--- config.mk ---
export PLATFORM = sky130hd
export DESIGN_NAME = fetch_stage
export DESIGN_NICKNAME = d
export VERILOG_FILES = /design/src/rtl/pipe_pkg.sv /design/src/rtl/if_id_reg.sv /design/src/rtl/fetch_stage.sv
export SDC_FILE = /design/constraint.sdc
export NUM_CORES = 1
export LEC_CHECK = 0
export CORE_MARGIN = 2
export CORE_UTILIZATION = 28
export CTS_BUF_LIST = sky130_fd_sc_hd__clkbuf_8 sky130_fd_sc_hd__clkbuf_16
export DETAILED_ROUTE_END_ITERATION = 10
export PLACE_DENSITY = 0.49
export SYNTH_ARGS = -nofsm -noshare
export SYNTH_HDL_FRONTEND = slang
export SYNTH_SLANG_ARGS = --single-unit
export TNS_END_PERCENT = 50
--- constraint.sdc ---
create_clock -name clk -period 2.7 [get_ports clk]
set_input_delay 0.54 -clock clk [delete_from_list [all_inputs] [get_ports clk]]
set_output_delay 0.54 -clock clk [all_outputs]
set_load 0.05 [all_outputs]
--- src/rtl/pipe_pkg.sv ---
// Types and constants shared by the fetch stage and the decode side of the pipeline.
package pipe_pkg;

  // Fetch controller states.
  typedef enum logic [1:0] {
    REQ   = 2'd0,
    WAIT  = 2'd1,
    HOLD  = 2'd2,
    DRAIN = 2'd3
  } fetch_state_t;

  // addi x0,x0,0 -- the bubble placed in IF/ID.
  localparam logic [31:0] NOP_INSTR = 32'h0000_0013;

  // Default PC after reset.
  localparam logic [31:0] RESET_PC = 32'h0000_0000;

  // IF/ID pipeline register contents, also consumed by decode.
  typedef struct packed {
    logic [31:0] instr;
    logic [31:0] pc;
    logic        valid;
  } if_id_t;

endpackage

--- src/rtl/if_id_reg.sv ---
// IF/ID pipeline register: flush beats write-enable, write-enable beats load.
module if_id_reg
  import pipe_pkg::*;
#(
  parameter logic [31:0] BUBBLE_INSTR = NOP_INSTR
) (
  input  logic        clk,
  input  logic        rst,
  input  logic        flush,
  input  logic        write_en,
  input  logic        load,
  input  logic [31:0] load_instr,
  input  logic [31:0] load_pc,
  output if_id_t      q
);

  // Register update: reset/flush clear to a bubble, a held register keeps
  // everything, an empty slot becomes a bubble but keeps the last pc.
  always_ff @(posedge clk) begin
    if (rst || flush) begin
      q.instr <= BUBBLE_INSTR;
      q.pc    <= '0;
      q.valid <= 1'b0;
    end else if (write_en) begin
      if (load) begin
        q.instr <= load_instr;
        q.pc    <= load_pc;
        q.valid <= 1'b1;
      end else begin
        q.instr <= BUBBLE_INSTR;
        q.valid <= 1'b0;
      end
    end
  end

endmodule

--- src/rtl/fetch_stage.sv ---
// Instruction fetch stage: owns the PC, runs a single-outstanding-request
// memory handshake, buffers a response while decode is stalled, and feeds IF/ID.
module fetch_stage #(
  parameter logic [31:0] RESET_PC  = pipe_pkg::RESET_PC,
  parameter logic [31:0] NOP_INSTR = pipe_pkg::NOP_INSTR
) (
  input  logic        clk,
  input  logic        rst,
  input  logic        pc_write,
  input  logic        if_id_write,
  input  logic        flush,
  input  logic [31:0] redirect_pc,
  output logic        imem_req,
  output logic [31:0] imem_addr,
  input  logic        imem_gnt,
  input  logic        imem_rvalid,
  input  logic [31:0] imem_rdata,
  output logic [31:0] if_id_instr,
  output logic [31:0] if_id_pc,
  output logic        if_id_valid
);

  pipe_pkg::fetch_state_t state_reg, state_next;
  logic [31:0]            pc_reg, pc_next;
  logic [31:0]            skid_reg, skid_next;
  logic [31:0]            redirect_aligned;
  logic                   advance;
  logic                   deliver;
  logic [31:0]            deliver_instr;
  pipe_pkg::if_id_t       if_id;

  // A mismatched stall pair is treated as a stall.
  assign advance          = pc_write & if_id_write;
  assign redirect_aligned = redirect_pc & ~32'h3;
  assign imem_addr        = pc_reg;

  // Next-state, PC, skid buffer and delivery decode. A request that is being
  // redirected this cycle is withdrawn so memory never accepts a fetch the
  // controller is about to abandon.
  always_comb begin
    state_next    = state_reg;
    pc_next       = pc_reg;
    skid_next     = skid_reg;
    deliver       = 1'b0;
    deliver_instr = imem_rdata;
    imem_req      = 1'b0;
    case (state_reg)
      pipe_pkg::REQ: begin
        imem_req = ~flush & ~rst;
        if (flush) begin
          pc_next = redirect_aligned;
        end else if (imem_gnt) begin
          state_next = pipe_pkg::WAIT;
        end
      end
      pipe_pkg::WAIT: begin
        if (flush) begin
          pc_next    = redirect_aligned;
          state_next = imem_rvalid ? pipe_pkg::REQ : pipe_pkg::DRAIN;
        end else if (imem_rvalid) begin
          if (advance) begin
            deliver    = 1'b1;
            pc_next    = pc_reg + 32'd4;
            state_next = pipe_pkg::REQ;
          end else begin
            skid_next  = imem_rdata;
            state_next = pipe_pkg::HOLD;
          end
        end
      end
      pipe_pkg::HOLD: begin
        if (flush) begin
          pc_next    = redirect_aligned;
          state_next = pipe_pkg::REQ;
        end else if (advance) begin
          deliver       = 1'b1;
          deliver_instr = skid_reg;
          pc_next       = pc_reg + 32'd4;
          state_next    = pipe_pkg::REQ;
        end
      end
      pipe_pkg::DRAIN: begin
        if (flush) begin
          pc_next = redirect_aligned;
        end
        if (imem_rvalid) begin
          state_next = pipe_pkg::REQ;
        end
      end
      default: begin
        state_next = pipe_pkg::REQ;
      end
    endcase
  end

  // State, PC and skid buffer registers.
  always_ff @(posedge clk) begin
    if (rst) begin
      state_reg <= pipe_pkg::REQ;
      pc_reg    <= RESET_PC;
      skid_reg  <= '0;
    end else begin
      state_reg <= state_next;
      pc_reg    <= pc_next;
      skid_reg  <= skid_next;
    end
  end

  if_id_reg #(
    .BUBBLE_INSTR(NOP_INSTR)
  ) u_if_id_reg (
    .clk       (clk),
    .rst       (rst),
    .flush     (flush),
    .write_en  (if_id_write),
    .load      (deliver),
    .load_instr(deliver_instr),
    .load_pc   (pc_reg),
    .q         (if_id)
  );

  assign if_id_instr = if_id.instr;
  assign if_id_pc    = if_id.pc;
  assign if_id_valid = if_id.valid;

  // The hazard unit must drive both stall enables together.
  stall_pair_legal: assert property (@(posedge clk) disable iff (rst)
    (pc_write == if_id_write));

endmodule

Word level (Yosys, flattened, before mapping)
Cells that the tools add are included.

word-level totals
  bits in registers = 131
  output and inout port bits = 98

cells by class
  $add $sub $neg = 1
  eq/ne operators = 9
  mux-type cells = 27
  bitwise gates (word level) = 4
  reduce and logical (&&, ||, !) cells = 7

operators with widths
  kind                                                  count
  2-to-1 mux 32 bit                                     9
  case mux 32 bit (3 select lines)                      1
  adder 32 x 3 -> 32 bit (second input constant)        1
  2-to-1 mux 2 bit                                      9
  case mux 2 bit (4 select lines)                       1
  2-to-1 mux 1 bit                                      6
  != test 2 bit (second input constant)                 3
  != test 3 bit (second input constant)                 2
  AND reduction 5 bit                                   1
  equality test 2 bit (second input constant)           2
  AND reduction 2 bit                                   2
  AND reduction 3 bit                                   1
  AND 1 bit                                             2
  equality test 2 x 1 -> 1 bit (second input constant)  1
  logical NOT 2 bit                                     1
  != test 2 x 1 -> 1 bit (second input constant)        1
  NOT 1 bit                                             2
  case mux 1 bit (2 select lines)                       1
  OR reduction 2 bit                                    1
  logical OR 1 bit                                      1

Depth between registers and ports, before layout
  depth in word-level cells = 6
  depth in mapped cells = 10
  depth with buffers taken out = 7

By module
From an unflattened synthesis, not the netlist that was laid out.

second synthesis, totals
  cells, all modules = 769
  area, all modules = 6,821.5 um2

modules (own cells, without submodules)
  module       times used  cells an instance  area an instance (um2)  sequential area each (um2)
  fetch_stage  1           476                3,691.0                 1,281.2
  if_id_reg    1           293                3,130.5                 1,301.2

Worst setup path before layout
No wires, ideal clock.

  kind = reg-to-reg
  start = reg pc_reg[2], in the netlist imem_addr[2]
  end = reg pc_reg[22], in the netlist imem_addr[22]
  arrival = 2.184 ns
  required time = 2.626 ns
  slack = 0.442 ns
  stages on the path, launching flop included = 7
  buffers on the path = 0
  path through = dfxtp_1 ha_1 nand3_2 nor3_4 nand3_1 or4_1 a31oi_1

on the way
  word-level cells in the longest chain between the ends = 5

ends and longest elaborated chain
  item                                RTL line                              text
  from (decl)                         fetch_stage.sv:24                     logic [31:0] pc_reg, pc_next;
  from (signal assigned)              fetch_stage.sv:104                    pc_reg <= pc_next;
  adder 32 x 3 -> 32 bit *            fetch_stage.sv:63, fetch_stage.sv:78
  2-to-1 mux 32 bit *                 fetch_stage.sv:61, fetch_stage.sv:75
  2-to-1 mux 32 bit                   fetch_stage.sv:60                     end else if (imem_rvalid) begin
  2-to-1 mux 32 bit                   fetch_stage.sv:57                     if (flush) begin
  case mux 32 bit (3 select lines) *  fetch_stage.sv:47                     case (state_reg)

Every way passes the cells marked *; elsewhere a longest branch is shown, timed or not. The select of a mux whose other input is x is not followed.
A chain may end at the register's enable or synchronous reset.

Worst setup path in the final report
  start = reg pc_reg[21], in the netlist imem_addr[21]
  end = out imem_addr[21]

RTL lines
  item       RTL line           text
  to (decl)  fetch_stage.sv:14  output logic [31:0] imem_addr,

No word-level cell between the ends.

==> impl_metrics.xml <==
<?xml version="1.0" encoding="UTF-8"?>
<metrics>
  <group name="run_status">
    <metric name="status" unit="">finished clean</metric>
  </group>
  <group name="placement">
    <metric name="pre_cts_ws" unit="ns">0.179</metric>
    <metric name="gpl.final_weighted_congestion" unit="">0.792</metric>
    <metric name="portBuffers" unit="">162</metric>
    <metric name="detailed_place_hpwl" unit="um">12600</metric>
  </group>
  <group name="clocking">
    <metric name="numCtsBuffers" unit="">17</metric>
    <metric name="htreeDepth" unit="">4</metric>
    <metric name="cts_max_path_buffers" unit="">2</metric>
    <metric name="cts_root_buffer" unit="">clkbuf_16</metric>
    <metric name="clk_pin_slew" unit="ns">0.06</metric>
    <metric name="hold_buffers" unit="">0</metric>
    <metric name="tritoncts" unit="">done</metric>
    <metric name="clk_latency" unit="ns">0.42</metric>
    <metric name="cts-resized-gates" unit="">0</metric>
    <metric name="cts_post_setup_buffers_inserted" unit="">0</metric>
    <metric name="cts.sinks" unit="">127</metric>
  </group>
  <group name="sta">
    <metric name="timing.max_slew.rel_slack" unit="%">53.1</metric>
    <metric name="skew" unit="ns">0.00787</metric>
    <metric name="finalWorstSetupSlack" unit="ns">0.345</metric>
    <metric name="timing.fmax" unit="GHz">0.425</metric>
    <metric name="post_layout_minimum_cycle_time" unit="ns">2.35</metric>
    <metric name="slew_viol_final" unit="">0</metric>
    <metric name="setup_viol_count_final" unit="">0</metric>
    <metric name="timing.final.hold_violations" unit="">0</metric>
    <metric name="post-route-period-util" unit="%">87.2</metric>
    <metric name="setup_tns" unit="ns">0</metric>
    <metric name="max_slew.worst_pin.slew" unit="ns">0.697</metric>
    <metric name="grt_setup_unrepaired" unit="">false</metric>
    <metric name="timing.hold.ws" unit="ns">0.453</metric>
  </group>
  <group name="detailed_routing">
    <metric name="wl_met1" unit="um">8880</metric>
    <metric name="dr_wl_met3" unit="um">1160</metric>
    <metric name="detail-route-antenna-nets" unit="">0</metric>
    <metric name="drc" unit="">0</metric>
    <metric name="drt-pass1-iter-count" unit="">5</metric>
    <metric name="top_layer" unit="">met4</metric>
    <metric name="post_drt_wl_per_cell" unit="um">15.9</metric>
    <metric name="routed-via-count" unit="">5676</metric>
    <metric name="post_drt_via_cell_ratio" unit="">4.84</metric>
    <metric name="dr_wl_met2" unit="um">8220</metric>
    <metric name="detail_route.iter0.violations" unit="">347</metric>
    <metric name="wirelength" unit="um">18600</metric>
  </group>
  <group name="layout">
    <metric name="syn_to_final_growth" unit="%">45.7</metric>
    <metric name="number_of_nets_at_the_end_of_the_flow" unit="">966</metric>
    <metric name="final_layout_size_suffix_gt1_share" unit="%">12.2</metric>
    <metric name="mostFrequentLayoutCell" unit="">nand2_1</metric>
    <metric name="largest_register_ff_count" unit="">63</metric>
    <metric name="postLayoutCoreUtil" unit="%">41.9</metric>
    <metric name="n_antenna_cell" unit="">0</metric>
    <metric name="most_frequent_cells_in_the_layout" unit="">nand2_1, clkdlybuf4s50_1, dfxtp_1</metric>
  </group>
  <group name="floorplan">
    <metric name="initial_core_util" unit="%">28.7</metric>
    <metric name="number_of_top_level_design_ports" unit="">169</metric>
    <metric name="core_area" unit="sq mm">0.0204</metric>
    <metric name="chipHeight" unit="um">149</metric>
    <metric name="die_area" unit="sq mm">0.0221</metric>
    <metric name="row_count" unit="">52</metric>
    <metric name="die_x" unit="um">149</metric>
  </group>
  <group name="worst_hold_path">
    <metric name="worstHoldPathType" unit="">reg -&gt; reg</metric>
  </group>
  <group name="critical_path">
    <metric name="cp_num_cells" unit="">1</metric>
    <metric name="startpoint" unit="">imem_addr[21]$_SDFFE_PP0P_</metric>
    <metric name="cp_slowest_stage_delay" unit="ns">0.88</metric>
    <metric name="cpMaxStageDelayCell" unit="">clkdlybuf4s50_1</metric>
    <metric name="worstPathCellList" unit="">clkdlybuf4s50_1</metric>
    <metric name="timing.critical_path.to_type" unit="">primary output</metric>
    <metric name="cp-endpoint" unit="">imem_addr[21]</metric>
    <metric name="data_arrival_critical_path" unit="ns">1.81</metric>
    <metric name="crit_type" unit="">reg -&gt; out</metric>
    <metric name="critPathTopFamily" unit="">buffers and inverters</metric>
    <metric name="r2r_cells" unit="">6</metric>
    <metric name="rrSetupSlack" unit="ns">0.49</metric>
    <metric name="worst_ep_required_time" unit="ns">2.16</metric>
    <metric name="regToRegEndpoint" unit="">imem_addr[26]$_SDFFE_PP0P_</metric>
    <metric name="critical_path.startpoint_type" unit="">register</metric>
    <metric name="critical_path.n_buffers_inverters" unit="">1</metric>
    <metric name="crit-reg2reg-launch" unit="">imem_addr[3]$_SDFFE_PP0P_</metric>
    <metric name="cp_max_fo" unit="">8</metric>
  </group>
  <group name="synthesis">
    <metric name="synth.ff_latch_count" unit="">127</metric>
    <metric name="synth_warnings" unit="">0</metric>
    <metric name="synth.distinct_cells" unit="">55</metric>
    <metric name="post_synth.cell_area_avg" unit="sq um">8.00</metric>
    <metric name="synth-seq-area-share" unit="%">43.4</metric>
    <metric name="synth_edf_count" unit="">0</metric>
    <metric name="postSynth.asyncResetShare" unit="%">0</metric>
    <metric name="syn_inst" unit="">732</metric>
    <metric name="syn_area" unit="sq mm">0.00585</metric>
    <metric name="synth_ff_type" unit="">dfxtp_1</metric>
  </group>
  <group name="pwr">
    <metric name="power.share.sequential" unit="%">37.8</metric>
    <metric name="p_comb_share" unit="%">13.3</metric>
    <metric name="power-per-cell-area" unit="mW/mm^2">621</metric>
    <metric name="leakagePower" unit="uW">0.00288</metric>
    <metric name="clockPowerShare" unit="%">48.9</metric>
    <metric name="power.internal" unit="uW">3880</metric>
    <metric name="post-layout-total-power" unit="uW">5300</metric>
    <metric name="switching_share" unit="%">26.8</metric>
    <metric name="sw_pwr" unit="uW">1420</metric>
    <metric name="irDropWorstVdd" unit="uV">390</metric>
  </group>
  <group name="global_routing">
    <metric name="grt_util_all_layers" unit="%">17.1</metric>
    <metric name="grt_first_pass_wirelength" unit="um">29400</metric>
    <metric name="first_global_vias" unit="">5433</metric>
    <metric name="grt-ovfl-total" unit="">0</metric>
    <metric name="grt_max_degree" unit="">48</metric>
    <metric name="number_of_antenna_violations_at_the_first_check_in_global_routing" unit="">0</metric>
  </group>
  <group name="run">
    <metric name="max_cap_viol" unit="">0</metric>
  </group>
</metrics>
[area by class of cell]
cell class	count	area [sq um]
clock buffers	17	425
repair buffers	190	1900
inverters	9	33.8
flip-flops and latches	127	2540
well taps	270	338
multi-input cells	544	3060
clock inverters	15	233
fillers	2084	11800
[cells by family (layout without fill, tap and decap cells)]
| family | count (synthesis) | in the layout | share of synthesized area [%] |
|---|---|---|---|
| flops | 127 | 127 | 43.4 |
| xor+xnor | 1 | 1 | 0.150 |
| other cells | 1 | 4 | 0.0641 |
| buf+inv | 64 | 231 | 4.72 |
| simple gates | 308 | 308 | 24.7 |
| compound gates | 191 | 191 | 19.1 |
| fa+ha+maj | 6 | 6 | 1.28 |
| mux | 34 | 34 | 6.50 |
[metrics by stage]
stage | cells | cell area, sq um
global route | 1172 | 8530
floorplan | 735 | 5860
finish | 1172 | 8530
CTS | 1172 | 8530
global placement | 1140 | 7870
detailed placement | 1140 | 7870
[power by group through the flow]
stage	combinational [uW]	sequential, uW	clock (uW)
after floorplan	294	2150	0
after global placement	709	2050	0
after detailed placement	707	2040	0
after CTS	709	2000	2650
after global routing	760	2010	2750
final	706	2000	2590
[per-layer routing]
metal | vias up | track usage, %
li1 | 2862 | -
met1 | 2640 | 23.4
met2 | 155 | 25.3
met3 | 19 | 5.31
met4 | 0 | 5.90
met5 | - | 0
[cells in the mapped netlist, drive strengths merged, types with 3 or more instances]
cell type / count / area [sq um]
a211oi: 4 / 30.0
a21oi: 116 / 581
a22o: 4 / 35.0
a22oi: 8 / 60.1
a31oi: 7 / 50.1
a32o: 7 / 70.1
and2: 4 / 25.0
and3: 3 / 18.8
buf: 19 / 106
clkbuf: 36 / 136
dfxtp: 127 / 2540
ha: 6 / 75.1
inv: 8 / 30.0
mux2: 32 / 360
nand2: 188 / 706
nand2b: 32 / 200
nand3: 18 / 118
nand4: 8 / 56.3
nor2: 25 / 93.8
nor3: 11 / 82.6
nor4: 5 / 37.5
o211ai: 6 / 45.0
o21ai: 21 / 105
o22ai: 5 / 31.3
or3: 3 / 18.8
or4: 4 / 30.0
[tightest hold or removal path, delay by kind of cell, from the launching register on]
| kind | cells | cell delay, ns |
|---|---|---|
| and+or+nand+nor | 1 | 0.05 |
| AOI/OAI and AO/OA | 1 | 0.05 |
| DFF | 1 | 0.31 |
[how the worst min path moves through the flow]
stage | from | end | cells past startpoint | slack (ns)
final | u_if_id_reg.q[18]$_SDFFE_PP0P_ | u_if_id_reg.q[18]$_SDFFE_PP0P_ | 2 | 0.45
after global routing | skid_reg[25]$_SDFFE_PP0P_ | skid_reg[25]$_SDFFE_PP0P_ | 2 | 0.47
after CTS | skid_reg[20]$_SDFFE_PP0P_ | skid_reg[20]$_SDFFE_PP0P_ | 2 | 0.46
after detailed placement | skid_reg[20]$_SDFFE_PP0P_ | skid_reg[20]$_SDFFE_PP0P_ | 2 | 0.45
after global placement | skid_reg[7]$_SDFFE_PP0P_ | skid_reg[7]$_SDFFE_PP0P_ | 2 | 0.44
after floorplan | skid_reg[0]$_SDFFE_PP0P_ | skid_reg[0]$_SDFFE_PP0P_ | 2 | 0.43
Note: power is estimated with default switching activity, not from simulation.
